===== config.mk =====
export PLATFORM = sky130hd
export DESIGN_NAME = pipeline_hazard_controller
export DESIGN_NICKNAME = d
export VERILOG_FILES = /design/src/rtl/pipeline_hazard_controller_pkg.sv /design/src/rtl/pipeline_hazard_controller_load_use_detector.sv /design/src/rtl/pipeline_hazard_controller.sv
export SDC_FILE = /design/constraint.sdc
export NUM_CORES = 1
export LEC_CHECK = 0
export BUFFER_PORTS_ARGS = -buffer_cell sky130_fd_sc_hd__buf_2
export CAP_MARGIN = 20
export CORE_AREA = 4 4 44 46
export CTS_CLUSTER_SIZE = 28
export DETAILED_ROUTE_END_ITERATION = 7
export DIE_AREA = 0 0 48 50
export GPL_TIMING_DRIVEN = 0
export PLACE_DENSITY = 0.77
export SYNTH_ARGS = -nofsm -noshare
export SYNTH_HDL_FRONTEND = slang
export SYNTH_SLANG_ARGS = --single-unit
export TNS_END_PERCENT = 10

===== constraint.sdc =====
create_clock -name clk -period 2.45 [get_ports clk]
set_input_delay 0.245 -clock clk [delete_from_list [all_inputs] [get_ports clk]]
set_output_delay 0.245 -clock clk [all_outputs]
set_load 0.03 [all_outputs]

===== src/rtl/pipeline_hazard_controller_pkg.sv =====
// Shared constants for the pipeline control slice.
// Holds the machine word size, the opcode map, the hazard FSM state
// encoding and the pipeline-register indices used by the stall/flush
// vectors inside pipeline_hazard_controller.
package pipeline_hazard_controller_pkg;

  localparam int WORD_SIZE = 16;

  // Opcode map shared by the decoder and the controller slice.
  localparam logic [3:0] OP_ALU  = 4'h0;
  localparam logic [3:0] OP_LWD  = 4'h7;
  localparam logic [3:0] OP_SWD  = 4'h8;
  localparam logic [3:0] OP_BNE  = 4'h0 + 4'h1;
  localparam logic [3:0] OP_JMP  = 4'h9;
  localparam logic [3:0] OP_HLT  = 4'hF;

  // Register-file address (four architectural registers).
  typedef logic [1:0] reg_addr_t;

  // Hazard controller FSM.
  typedef enum logic [1:0] {
    ST_RUN       = 2'd0,
    ST_DMEM_WAIT = 2'd1,
    ST_HALTED    = 2'd2
  } hazard_state_t;

  // Pipeline-register indices into the stall/flush vectors.
  localparam int STAGE_IF_ID  = 0;
  localparam int STAGE_ID_EX  = 1;
  localparam int STAGE_EX_MEM = 2;
  localparam int STAGE_MEM_WB = 3;
  localparam int NUM_STAGES   = 4;

endpackage


===== src/rtl/pipeline_hazard_controller_load_use_detector.sv =====
// load_use_detector: purely combinational load-use hazard detection.
// Flags when the load in EX writes a register that the instruction in
// ID actually reads (rs and/or rt, qualified by their use flags).
// Ports:
//   d_readM_EX        in  EX-stage instruction is a load
//   write_reg_addr_EX in  load destination register
//   rs_ID, rt_ID      in  ID source register addresses
//   use_rs_ID/rt_ID   in  source operand is really read
//   load_use          out hazard present this cycle
module load_use_detector
  import pipeline_hazard_controller_pkg::*;
(
  input  logic      d_readM_EX,
  input  reg_addr_t write_reg_addr_EX,
  input  reg_addr_t rs_ID,
  input  reg_addr_t rt_ID,
  input  logic      use_rs_ID,
  input  logic      use_rt_ID,
  output logic      load_use
);

  assign load_use = d_readM_EX &
                    ((use_rs_ID & (rs_ID == write_reg_addr_EX)) |
                     (use_rt_ID & (rt_ID == write_reg_addr_EX)));

endmodule


===== src/rtl/pipeline_hazard_controller.sv =====
// pipeline_hazard_controller: stall/flush control for a 4-register
// (IF/ID, ID/EX, EX/MEM, MEM/WB) pipeline.
// The only sequential control is the RUN / DMEM_WAIT / HALTED state
// register; stage controls are combinational from state and inputs.
// Event priority, highest first: HALTED, data-memory stall, EX
// mispredict, load-use, ID jump, instruction fetch not ready.
// Ports:
//   clk, reset_n            rising-edge clock, synchronous active-low reset
//   i_ready, d_ready        fetch data valid / MEM access completes
//   d_readM_MEM/d_writeM_MEM MEM-stage access request
//   d_readM_EX, write_reg_addr_EX, rs_ID, rt_ID, use_rs_ID, use_rt_ID
//                           load-use hazard inputs
//   isJump_ID, mispredict_EX, is_halted_WB  control-flow events
//   pc_write, stall_*, flush_*, halted      stage controls
//   stall_cycles, flush_count               performance counters
// Optional feature: define HAZARD_PERF_COUNTER_EN to build the saturating
// performance counters; otherwise both counter outputs are tied to zero.
module pipeline_hazard_controller
  import pipeline_hazard_controller_pkg::*;
#(
  parameter int CNT_W = 16
) (
  input  logic             clk,
  input  logic             reset_n,
  input  logic             i_ready,
  input  logic             d_ready,
  input  logic             d_readM_MEM,
  input  logic             d_writeM_MEM,
  input  logic             d_readM_EX,
  input  logic [1:0]       write_reg_addr_EX,
  input  logic [1:0]       rs_ID,
  input  logic [1:0]       rt_ID,
  input  logic             use_rs_ID,
  input  logic             use_rt_ID,
  input  logic             isJump_ID,
  input  logic             mispredict_EX,
  input  logic             is_halted_WB,
  output logic             pc_write,
  output logic             stall_IF_ID,
  output logic             stall_ID_EX,
  output logic             stall_EX_MEM,
  output logic             stall_MEM_WB,
  output logic             flush_IF_ID,
  output logic             flush_ID_EX,
  output logic             flush_EX_MEM,
  output logic             flush_MEM_WB,
  output logic             halted,
  output logic [CNT_W-1:0] stall_cycles,
  output logic [CNT_W-1:0] flush_count
);

  hazard_state_t         state;
  logic                  dmem_stall;
  logic                  load_use;
  logic [NUM_STAGES-1:0] stall;
  logic [NUM_STAGES-1:0] flush;

  assign dmem_stall = (d_readM_MEM | d_writeM_MEM) & ~d_ready;

  load_use_detector u_load_use_detector (
    .d_readM_EX        (d_readM_EX),
    .write_reg_addr_EX (write_reg_addr_EX),
    .rs_ID             (rs_ID),
    .rt_ID             (rt_ID),
    .use_rs_ID         (use_rs_ID),
    .use_rt_ID         (use_rt_ID),
    .load_use          (load_use)
  );

  // NOTE: sequential state uses non-blocking assignments so every flop
  // samples pre-edge values regardless of statement order.
  always_ff @(posedge clk) begin
    if (!reset_n) begin
      state <= ST_RUN;
    end else if (is_halted_WB) begin
      state <= ST_HALTED;
    end else begin
      case (state)
        ST_RUN:       if (dmem_stall) state <= ST_DMEM_WAIT;
        ST_DMEM_WAIT: if (d_ready)    state <= ST_RUN;
        ST_HALTED:    state <= ST_HALTED;
        default:      state <= ST_RUN;
      endcase
    end
  end

  // NOTE: every output gets a default before the priority chain so no
  // path through the block can infer a latch.
  always_comb begin
    pc_write = 1'b1;
    stall    = '0;
    flush    = '0;
    halted   = 1'b0;
    if (!reset_n) begin
      // Drain the pipe while reset is held.
      pc_write = 1'b0;
      flush    = '1;
    end else if (state == ST_HALTED) begin
      pc_write = 1'b0;
      stall    = '1;
      halted   = 1'b1;
    end else if (dmem_stall) begin
      // Freeze everything up to MEM; MEM/WB gets a bubble.
      pc_write            = 1'b0;
      stall[STAGE_IF_ID]  = 1'b1;
      stall[STAGE_ID_EX]  = 1'b1;
      stall[STAGE_EX_MEM] = 1'b1;
      flush[STAGE_MEM_WB] = 1'b1;
    end else if (mispredict_EX) begin
      // Redirect PC; the two younger instructions are wrong-path.
      flush[STAGE_IF_ID] = 1'b1;
      flush[STAGE_ID_EX] = 1'b1;
    end else if (load_use) begin
      // Hold ID one cycle and inject one bubble into EX.
      pc_write           = 1'b0;
      stall[STAGE_IF_ID] = 1'b1;
      flush[STAGE_ID_EX] = 1'b1;
    end else begin
      // Jump and fetch-not-ready both squash IF/ID; fetch-not-ready
      // additionally holds the PC.
      if (isJump_ID) begin
        flush[STAGE_IF_ID] = 1'b1;
      end
      if (!i_ready) begin
        pc_write           = 1'b0;
        flush[STAGE_IF_ID] = 1'b1;
      end
    end
  end

  assign stall_IF_ID  = stall[STAGE_IF_ID];
  assign stall_ID_EX  = stall[STAGE_ID_EX];
  assign stall_EX_MEM = stall[STAGE_EX_MEM];
  assign stall_MEM_WB = stall[STAGE_MEM_WB];
  assign flush_IF_ID  = flush[STAGE_IF_ID];
  assign flush_ID_EX  = flush[STAGE_ID_EX];
  assign flush_EX_MEM = flush[STAGE_EX_MEM];
  assign flush_MEM_WB = flush[STAGE_MEM_WB];

`ifdef HAZARD_PERF_COUNTER_EN
  // Saturating counters; a held PC while HALTED is not a stall cycle.
  always_ff @(posedge clk) begin
    if (!reset_n) begin
      stall_cycles <= '0;
      flush_count  <= '0;
    end else begin
      if (!pc_write && (state != ST_HALTED) && (stall_cycles != '1)) begin
        stall_cycles <= stall_cycles + CNT_W'(1);
      end
      if ((|flush) && (flush_count != '1)) begin
        flush_count <= flush_count + CNT_W'(1);
      end
    end
  end
`else
  assign stall_cycles = '0;
  assign flush_count  = '0;
`endif

endmodule


# After elaboration in Yosys (flattened, before gate mapping)
# Index checks and enable logic that the tools add are counted.
[word_totals] regBits=2
[classes] n_eq_ne=8 mux=29 n_bitwise=8 reduce_logical=4
[ops] op="1-bit 2-to-1 mux" count=18
[ops] op="2-bit 2-to-1 mux" count=8
[ops] op="3-bit != test, second input constant" count=2
[ops] op="2-bit case mux with 3 select lines" count=1
[ops] op="1-bit AND" count=4
[ops] op="2-bit == test" count=2
[ops] op="4-bit 2-to-1 mux" count=1
[ops] op="2-bit != test, second input constant" count=2
[ops] op="2-bit AND reduction" count=2
[ops] op="3-bit 2-to-1 mux" count=1
[ops] op="2-bit by 1-bit == test with 1-bit output, second input constant" count=1
[ops] op="2-bit == test, second input constant" count=1
[ops] op="2-bit logical NOT" count=1
[ops] op="1-bit inverter" count=2
[ops] op="1-bit OR" count=2
[ops] op="2-bit OR reduction" count=1

# Longest topological paths before layout
# Gate-level depths: netlist of run 1.
[depth] ltp_word=9 mapped_depth=4 mapped_depth_nobuf=4

# Modules after synthesis
# A second synthesis of run 1 with hierarchy kept.
[hier_totals] hier_cells=68 area_unflattened_um2=498.0
[modules_own_cells] mod="pipeline_hazard_controller" instances=1 cells_each=59 area_per_inst_um2=439.2 seq_area_each_um2=40.0
[modules_own_cells] mod="load_use_detector" instances=1 cells_each=9 area_per_inst_um2=58.8 seq_area_each_um2=0.0

# Worst setup path after synthesis of run 1
# No wires, ideal clock.
[synth_path] kind="register to output" start="register state[0]" end="output port flush_MEM_WB" arrival_ns=1.305 required_time_ns=2.205 setup_slack_ns=0.900 stages_incl_launch_ff=4 path_buffers=0 cell_sequence="dfxtp_1 and2b_2 and2_1 nor2_1"
[synth_via] elab_chain_len=3
[synth_lines] item="start, declared" line="pipeline_hazard_controller.sv:52" rtl="hazard_state_t state;"
[synth_lines] item="start signal, assigned" line="pipeline_hazard_controller.sv:74" rtl="state <= ST_RUN;"
[synth_lines] item="start signal, assigned" line="pipeline_hazard_controller.sv:76" rtl="state <= ST_HALTED;"
[synth_lines] item="start signal, assigned" line="pipeline_hazard_controller.sv:79" rtl="ST_RUN: if (dmem_stall) state <= ST_DMEM_WAIT;"
[synth_lines] item="2-bit == test" line="pipeline_hazard_controller.sv:98" rtl="end else if (state == ST_HALTED) begin"
[synth_lines] item="1-bit 2-to-1 mux" line="pipeline_hazard_controller.sv:98"
[synth_lines] item="1-bit 2-to-1 mux" line="pipeline_hazard_controller.sv:94" rtl="if (!reset_n) begin"
[synth_lines] item="end, declared" line="pipeline_hazard_controller.sv:46" rtl="output logic flush_MEM_WB,"
# Every way passes these cells.

# Final worst setup path of run 1
[layout_path] start="register state[0]" end="output port flush_IF_ID"
[layout_via] elab_chain_len=3
[layout_lines] item="2-bit == test" line="pipeline_hazard_controller.sv:98"
[layout_lines] item="2-bit 2-to-1 mux" line="pipeline_hazard_controller.sv:98"
[layout_lines] item="2-bit 2-to-1 mux" line="pipeline_hazard_controller.sv:94"
[layout_lines] item="end, declared" line="pipeline_hazard_controller.sv:43" rtl="output logic flush_IF_ID,"
# Every way passes these cells.

==> impl_summary.md, run 1 <==
Status
The flow ran to the end, and the final reports show no timing, DRC or antenna violations.

Placed design
The number of input and output port buffers inserted is 27. The routability congestion estimate from global placement is 0.676. The number of placed instances with taps included is 141. Summed over all nets, the half-perimeter wirelength after detailed placement is 1.12 mm.

The total cell area at the placement stage is 793 µm².

Logic synthesis
The count of flip-flops with a built-in enable after synthesis is 0. The mapped netlist covers 522 µm². The most frequent cell after synthesis is sky130_fd_sc_hd__buf_4. Counting every instance in the synthesized netlist gives 67.

In the synthesized netlist, the cells that appear most often are 34 x sky130_fd_sc_hd__buf_4, 6 x sky130_fd_sc_hd__nor2_1, 3 x sky130_fd_sc_hd__xnor2_1. Yosys printed 0 warnings. Sequential elements use 7.67% of the synthesized area. The mean instance size in the synthesized netlist is 7.79 µm². By area the synthesized netlist is led by sky130_fd_sc_hd__buf_4 49%, sky130_fd_sc_hd__dfxtp_1 7.7%, sky130_fd_sc_hd__xnor2_1 5.0%. The number of distinct standard cells referenced by the synthesized netlist is 25. Of all flip-flops after synthesis, the portion carrying an async set or reset was 0%.

The most used flip-flop cell after synthesis is sky130_fd_sc_hd__dfxtp_1. The library cell with the largest summed area after synthesis is sky130_fd_sc_hd__buf_4. The number of synthesized register bits is 2. The fraction of post-synthesis cell area in the top cell type by area is 48.9%.

Global routing
The remaining global-route overflow is 0. The global-route usage over all layers is 9.91%. The wire length of the first global-routing pass is 1.77 mm.

Entering global routing, the biggest net connects 9 pins. The initial antenna violation count was 0. The number of global-route vias before repair is 495.

Clock tree
The number of clock sinks seen by CTS is 2. Counting the buffers created by CTS gives 3. The count of H-tree levels built during CTS is 1. At the later pin of the worst-skew pair, clock insertion delay measures 0.22 ns. The number of setup buffers added after CTS is 0. The post-cts sizing count is 0. Hold repair after CTS inserted 0 buffers. The deepest clock path buffer count is 2. The clock tree from TritonCTS is built.

The root buffer cell is sky130_fd_sc_hd__clkbuf_4. After clock tree synthesis, the clock-pin slew on the worst setup and hold paths is 0.03 ns.

Routing
The number of vias per cell is 3.56. The number of remaining DRC errors is 0. The total detailed-routing wirelength is 1.22 mm. The number of optimization iterations in the first detailed-route pass is 2. The count of nets left with antenna violations once routing finished came out at 0. The number of vias after detailed routing is 512. After the first detailed-routing iteration, the DRC count stood at 5.

The average wire per standard cell is 8.47 µm.

STA
The number of setup violations in the final report is 0. The worst path in the final design needs a cycle of 1.57 ns, including I/O delays and setup. Setup total negative slack on the finished layout was measured at 0 ns. The hold violation total from the final report is 0. The final critical path takes up 64.2% of the cycle. The clock skew is 0.00277 ns.

The number of slew-limit violations in the final report was 0. The achievable clock frequency is 0.636 GHz. Setup repair after global routing left no endpoint under its margin.

Finish
The area of all placed cells without fillers is 816 µm². Excluding fillers, the count of instances in the completed layout stands at 144. At the end of the flow, the number of nets in the layout was 148. The proportion of layout cells with a drive suffix above 1 is 57.8%. 0 antenna diodes ended up in the layout. The number of flip-flops under the largest register name is 2. The largest registers in the layout are state x2. The number of inserted filler cells in the final layout is 151. The layout overhead on the synthesized area is 56.4%. The register with the most flip-flops is state.

Run
The number of max-cap violations is 0.

Floorplan
The total number of placement rows is 14. The chip width is 48 µm. The die height is 50 µm. Pin placement for this block handled 60 I/O pins.

The area of the core is 1510 µm². The die covers 2400 µm². The initial core utilization is 34.6%.

Power
Combinational cells account for 65.7% of the total power. The switching fraction of total power is 48.1%. The sequential share of power is 11.2%. The static leakage power is 0.509 nW. The worst vdd rail ir drop is 0.170 mV. The net switching power figure is 0.151 mW.

The clock network fraction of design power is 23.1%. In this run the power density over the cells is 384 nW/µm². The internal power is 0.163 mW.

Critical path
The nature of the critical path startpoint is a register. The critical path in this run is classified as register to output pin. The required arrival time at the worst endpoint is 2.20 ns. The capturing element type of the critical path is an output pin. The maximum fanout count along the critical path is 4. Data arrives at the worst endpoint at 1.33 ns.

Hold path
The path class of the tightest hold or removal check is input pin to register.
==> metal layers <==
metal / wire [µm] / vias to the layer above / global-route usage [%]
met4: 11 / 0 / 8.52
li1: - / 275 / -
met3: 148 / 2 / 0.364
met1: 351 / 207 / 7.51
met2: 708 / 28 / 19.6
met5: 0 / - / 0
==> power by group through the flow <==
stage	registers [mW]	clock network, mW	logic, mW
final	0.0353	0.0724	0.206
after floorplan	0.0355	0	0.170
after CTS	0.0353	0.0768	0.204
after detailed placement	0.0357	0	0.204
after global placement	0.0356	0	0.202
after global routing	0.0354	0.0754	0.220
==> critical path: stages, from the launching register on <==
cell                       delay (ns)
sky130_fd_sc_hd__dfxtp_1         0.31
sky130_fd_sc_hd__and2b_2         0.26
sky130_fd_sc_hd__nor2_4          0.10
sky130_fd_sc_hd__nor2_2          0.06
sky130_fd_sc_hd__a211oi_2        0.14
sky130_fd_sc_hd__buf_2           0.22
==> stage by stage <==
stage	total power [mW]	hold slack [ns]	utilization, %	setup WS, ns
6_report	0.314	0.213	54.2	0.878
3_5_place_dp	0.240	0.442	52.7	1.04
5_1_grt	0.331	0.223	54.2	0.796
4_1_cts	0.317	0.203	54.2	0.851
3_3_place_gp	0.237	0.431	52.7	1.07
2_1_floorplan	0.205	0.324	-	0.900
==> cell usage in the layout (no fill, tap or decap), types with 2 or more instances in the layout <==
cell                       instances
sky130_fd_sc_hd__xnor2_1           3
sky130_fd_sc_hd__conb_1           32
sky130_fd_sc_hd__nor2_1            6
sky130_fd_sc_hd__nand2_1           2
sky130_fd_sc_hd__clkbuf_4          3
sky130_fd_sc_hd__buf_2            27
sky130_fd_sc_hd__buf_4            34
sky130_fd_sc_hd__dfxtp_1           2
==> path summary, 6_finish.rpt <==
path / endpoint / start / slack [ns] / depth (start not counted)
worst max-delay path: flush_IF_ID / state[0]$_SDFFE_PP0P_ / 0.88 / 5
worst min-delay path: state[0]$_SDFFE_PP0P_ / d_ready / 0.21 / 2
worst max register to register: state[1]$_SDFFE_PN0P_ / state[0]$_SDFFE_PP0P_ / 1.62 / 3
worst min register to register: state[0]$_SDFFE_PP0P_ / state[1]$_SDFFE_PN0P_ / 0.53 / 2
==> final cells by class <==
cell class	instances	area (µm²)	share of cell area [%]
multi-input cells	61	339	41.6
plain buffers	34	255	31.3
repair buffers	27	135	16.6
well taps	16	20.0	2.45
clock buffers	3	22.5	2.76
inverters	1	3.75	0.460
flip-flops and latches	2	40.0	4.91
==> cells by family after synthesis <==
group / after synthesis / synth area share (%)
simple gates: 19 / 23.7
buf+inv: 35 / 49.6
flops: 2 / 7.67
other cells: 1 / 0.719
xor+xnor: 4 / 6.72
compound gates: 6 / 11.5
Power figures use the tool's default switching activity.
==> run 2: changes to the inputs <==
--- a/config.mk
+++ b/config.mk
@@ -7,12 +7,12 @@
 export LEC_CHECK = 0
 export BUFFER_PORTS_ARGS = -buffer_cell sky130_fd_sc_hd__buf_2
 export CAP_MARGIN = 20
-export CORE_AREA = 4 4 44 46
+export CORE_AREA = 4 4 45 47
 export CTS_CLUSTER_SIZE = 28
 export DETAILED_ROUTE_END_ITERATION = 7
-export DIE_AREA = 0 0 48 50
+export DIE_AREA = 0 0 49 51
 export GPL_TIMING_DRIVEN = 0
-export PLACE_DENSITY = 0.77
+export PLACE_DENSITY = 0.74
 export SYNTH_ARGS = -nofsm -noshare
 export SYNTH_HDL_FRONTEND = slang
 export SYNTH_SLANG_ARGS = --single-unit
==> constraint.sdc (replaced) <==
create_clock -name clk -period 1.5 [get_ports clk]
set_input_delay 0.15 -clock clk [delete_from_list [all_inputs] [get_ports clk]]
set_output_delay 0.15 -clock clk [all_outputs]
set_load 0.03 [all_outputs]
==> impl_summary.md, run 2 (synthesized netlist as in run 1, its figures left out) <==
Power
The static leakage power is 0.513 nW (was 0.509 nW). The power density over cell area is 626 nW/µm² (was 384 nW/µm²). The worst vdd rail ir drop is 0.216 mV (was 0.170 mV).

Critical path
Cell-by-cell listing of the critical path: and2b_4, nor2_4, nor2_4, a211oi_2, buf_4 (was and2b_2, nor2_4, nor2_2, a211oi_2, buf_2). The master of the slowest instance on the critical path is sky130_fd_sc_hd__dfxtp_1 (unchanged). The maximum single-stage delay on the critical path is 0.31 ns (about the same). The critical path's most frequent cell is sky130_fd_sc_hd__nor2_4. The count of buffer and inverter cells on the critical path is 1 (unchanged).

The maximum fanout count along the critical path is 4 (unchanged). The nature of the critical path startpoint is a register (unchanged). The classification of the worst setup path is register to output pin (unchanged). The cell family with the largest share of critical-path delay is simple AND/OR/NAND/NOR gates (unchanged). The arrival time of data at the critical path endpoint was 1.28 ns (was 1.33 ns).

The capturing element type of the critical path is an output pin (unchanged). The required arrival time at the worst endpoint is 1.35 ns (was 2.20 ns).

Clock tree
The number of clock sinks seen by CTS is 2 (unchanged). The deepest clock path buffer count is 2 (unchanged). The root buffer cell is sky130_fd_sc_hd__clkbuf_4 (unchanged). The count of H-tree levels built during CTS is 1 (unchanged).

The clock input transition at the sequential cells of the worst setup and hold paths is 0.03 ns (about the same). The clock tree from TritonCTS is built (unchanged). The post-cts hold buffer count was 0 (unchanged). The later-pin clock latency in the skew report came to 0.23 ns (was 0.22 ns). The total clock buffers created by CTS is 3 (unchanged).

STA
The smallest clock period supported by the final layout is computed as 1.43 ns. The share of the cycle needed by the critical path after routing is 95.3%. The worst hold slack after final layout is 0.109 ns (was 0.213 ns). The worst setup slack after layout was 0.0702 ns (was 0.878 ns). Unrepaired setup endpoints after global routing: yes (was no). The hold violation total from the final report came to 0 (unchanged). The number of slew-limit violations in the final report was 0 (unchanged). The clock skew is 0.00216 ns (was 0.00277 ns). The number of setup violations in the final report is 0 (unchanged). The achievable clock frequency is 0.699 GHz.

Status
Outcome: finished clean (unchanged).

Finish
The proportion of layout cells with a drive suffix above 1 was 58.6% (was 57.8%). Most used cells in the layout excluding fill and tap cells: 37 x sky130_fd_sc_hd__buf_4, 32 x sky130_fd_sc_hd__conb_1, 24 x sky130_fd_sc_hd__buf_2 (was 34 x sky130_fd_sc_hd__buf_4, 32 x sky130_fd_sc_hd__conb_1, 27 x sky130_fd_sc_hd__buf_2). The layout overhead on the synthesized area was 60.0% (was 56.4%). The end-of-flow core utilization is 50.5% (was 54.2%).

The final net count is 148 (unchanged). The number of flip-flops under the largest register name was 2 (unchanged). The sequential standard cell area is 40.0 µm² (unchanged).

The count of inserted antenna diode cells is 0 (unchanged). The number of inserted filler cells in the final layout is 172 (was 151). Leading registers by flop count: state x2 (unchanged). The register with the most flip-flops is state (unchanged). The area of all placed cells without fillers is 835 µm² (was 816 µm²).

The commonest non-fill, non-tap cell in the layout is sky130_fd_sc_hd__buf_4 (unchanged). The area of combinational cells with multiple inputs is 349 µm² (was 339 µm²).

Routing
The remaining antenna violation count after routing came to 0 (unchanged). The total detailed-routing wirelength came to 1.18 mm (was 1.22 mm). The number of remaining DRC errors is 0 (unchanged). The number of vias after detailed routing is 525 (was 512). The DRC violation total after the first TritonRoute iteration is 3 (was 5).

The average wire per standard cell is 8.15 µm (was 8.47 µm). The number of optimization iterations in the first detailed-route pass is 3 (was 2). The number of vias per cell is 3.62 (was 3.56).

Global routing
The initial antenna violation count is 0 (unchanged). The remaining global-route overflow is 0 (unchanged). The global-route usage over all layers is 9.70% (was 9.91%). The largest net degree at the start of global routing is 9 (unchanged). The number of global-route vias before repair is 467 (was 495). The wire length of the first global-routing pass is 1.92 mm (was 1.77 mm).

Placed design
The number of input and output port buffers inserted is 27 (unchanged). The pre-CTS worst setup slack is 0.235 ns (was 1.04 ns). The routability congestion estimate from global placement is 0.626 (was 0.676). The total cell area at the placement stage came to 795 µm² (was 793 µm²). The half-perimeter wire length of the detailed placement result came to 1.10 mm (was 1.12 mm).

Floorplan
The initial core utilization is 31.6% (was 34.6%). The chip width is 49 µm (was 48 µm). The die height came to 51 µm (was 50 µm). The total number of placement rows is 15 (was 14). The area of the core was 1650 µm² (was 1510 µm²). The die footprint is 2500 µm² (was 2400 µm²).

The count of pins on the block boundary is 60 (unchanged).

Run
The number of max-cap violations was 0 (unchanged).

Hold path
The class of the tightest hold or removal check is input pin to register (unchanged).
run 2: worst paths after layout:
| kind | start | to | slack [ns] | depth (start not counted) |
|---|---|---|---|---|
| setup / recovery | state[0]$_SDFFE_PP0P_ | flush_IF_ID | 0.07 | 5 |
| hold reg to reg | state[1]$_SDFFE_PN0P_ | state[0]$_SDFFE_PP0P_ | 0.53 | 2 |
| setup reg to reg | state[0]$_SDFFE_PP0P_ | state[1]$_SDFFE_PN0P_ | 0.73 | 3 |
| hold / removal | d_ready | state[0]$_SDFFE_PP0P_ | 0.11 | 2 |
run 2: power by group:
part / total [mW] / switching, mW / internal, mW
Combinational: 0.345 / 0.217 / 0.128
Sequential: 0.0578 / 0.00126 / 0.0565
Clock: 0.119 / 0.0312 / 0.0882
run 2: timing repair:
action                                  4_1_cts  5_1_grt
endpoints found under the setup margin        3        4
resized for setup                             3        3
buffers inserted                              0        0
pin swaps                                     0        0
run 2: worst reg2reg max path, stage by stage, from the launching register on:
cell and delay (ns):
sky130_fd_sc_hd__dfxtp_1 0.31, sky130_fd_sc_hd__and2b_4 0.21, sky130_fd_sc_hd__nor2_1 0.09, sky130_fd_sc_hd__nor2_1 0.04
run 2: final cells by class:
cell class	instances	share of cell area (%)
sequential	2	4.80
inverter	1	0.450
buffer	34	30.6
timing repair buffer	27	17.1
clock buffer	3	2.70
tap	17	2.55
multi-input combinational	61	41.8
run 2: routing by layer:
layer | wire, µm | share of wire [%] | vias to the layer above | GRT usage, %
li1 | - | - | 275 | -
met1 | 373 | 32 | 204 | 8.74
met2 | 600 | 51 | 42 | 17.4
met3 | 182 | 15 | 4 | 4.08
met4 | 26 | 2.2 | 0 | 6.73
met5 | 0 | 0 | - | 0
run 2: stage by stage:
step	std cells	TNS [ns]	power, mW
floorplan	98	0	0.336
global placement	142	0	0.387
detailed placement	142	0	0.391
CTS	145	0	0.520
global route	145	-0.0253	0.554
finish	145	0	0.522
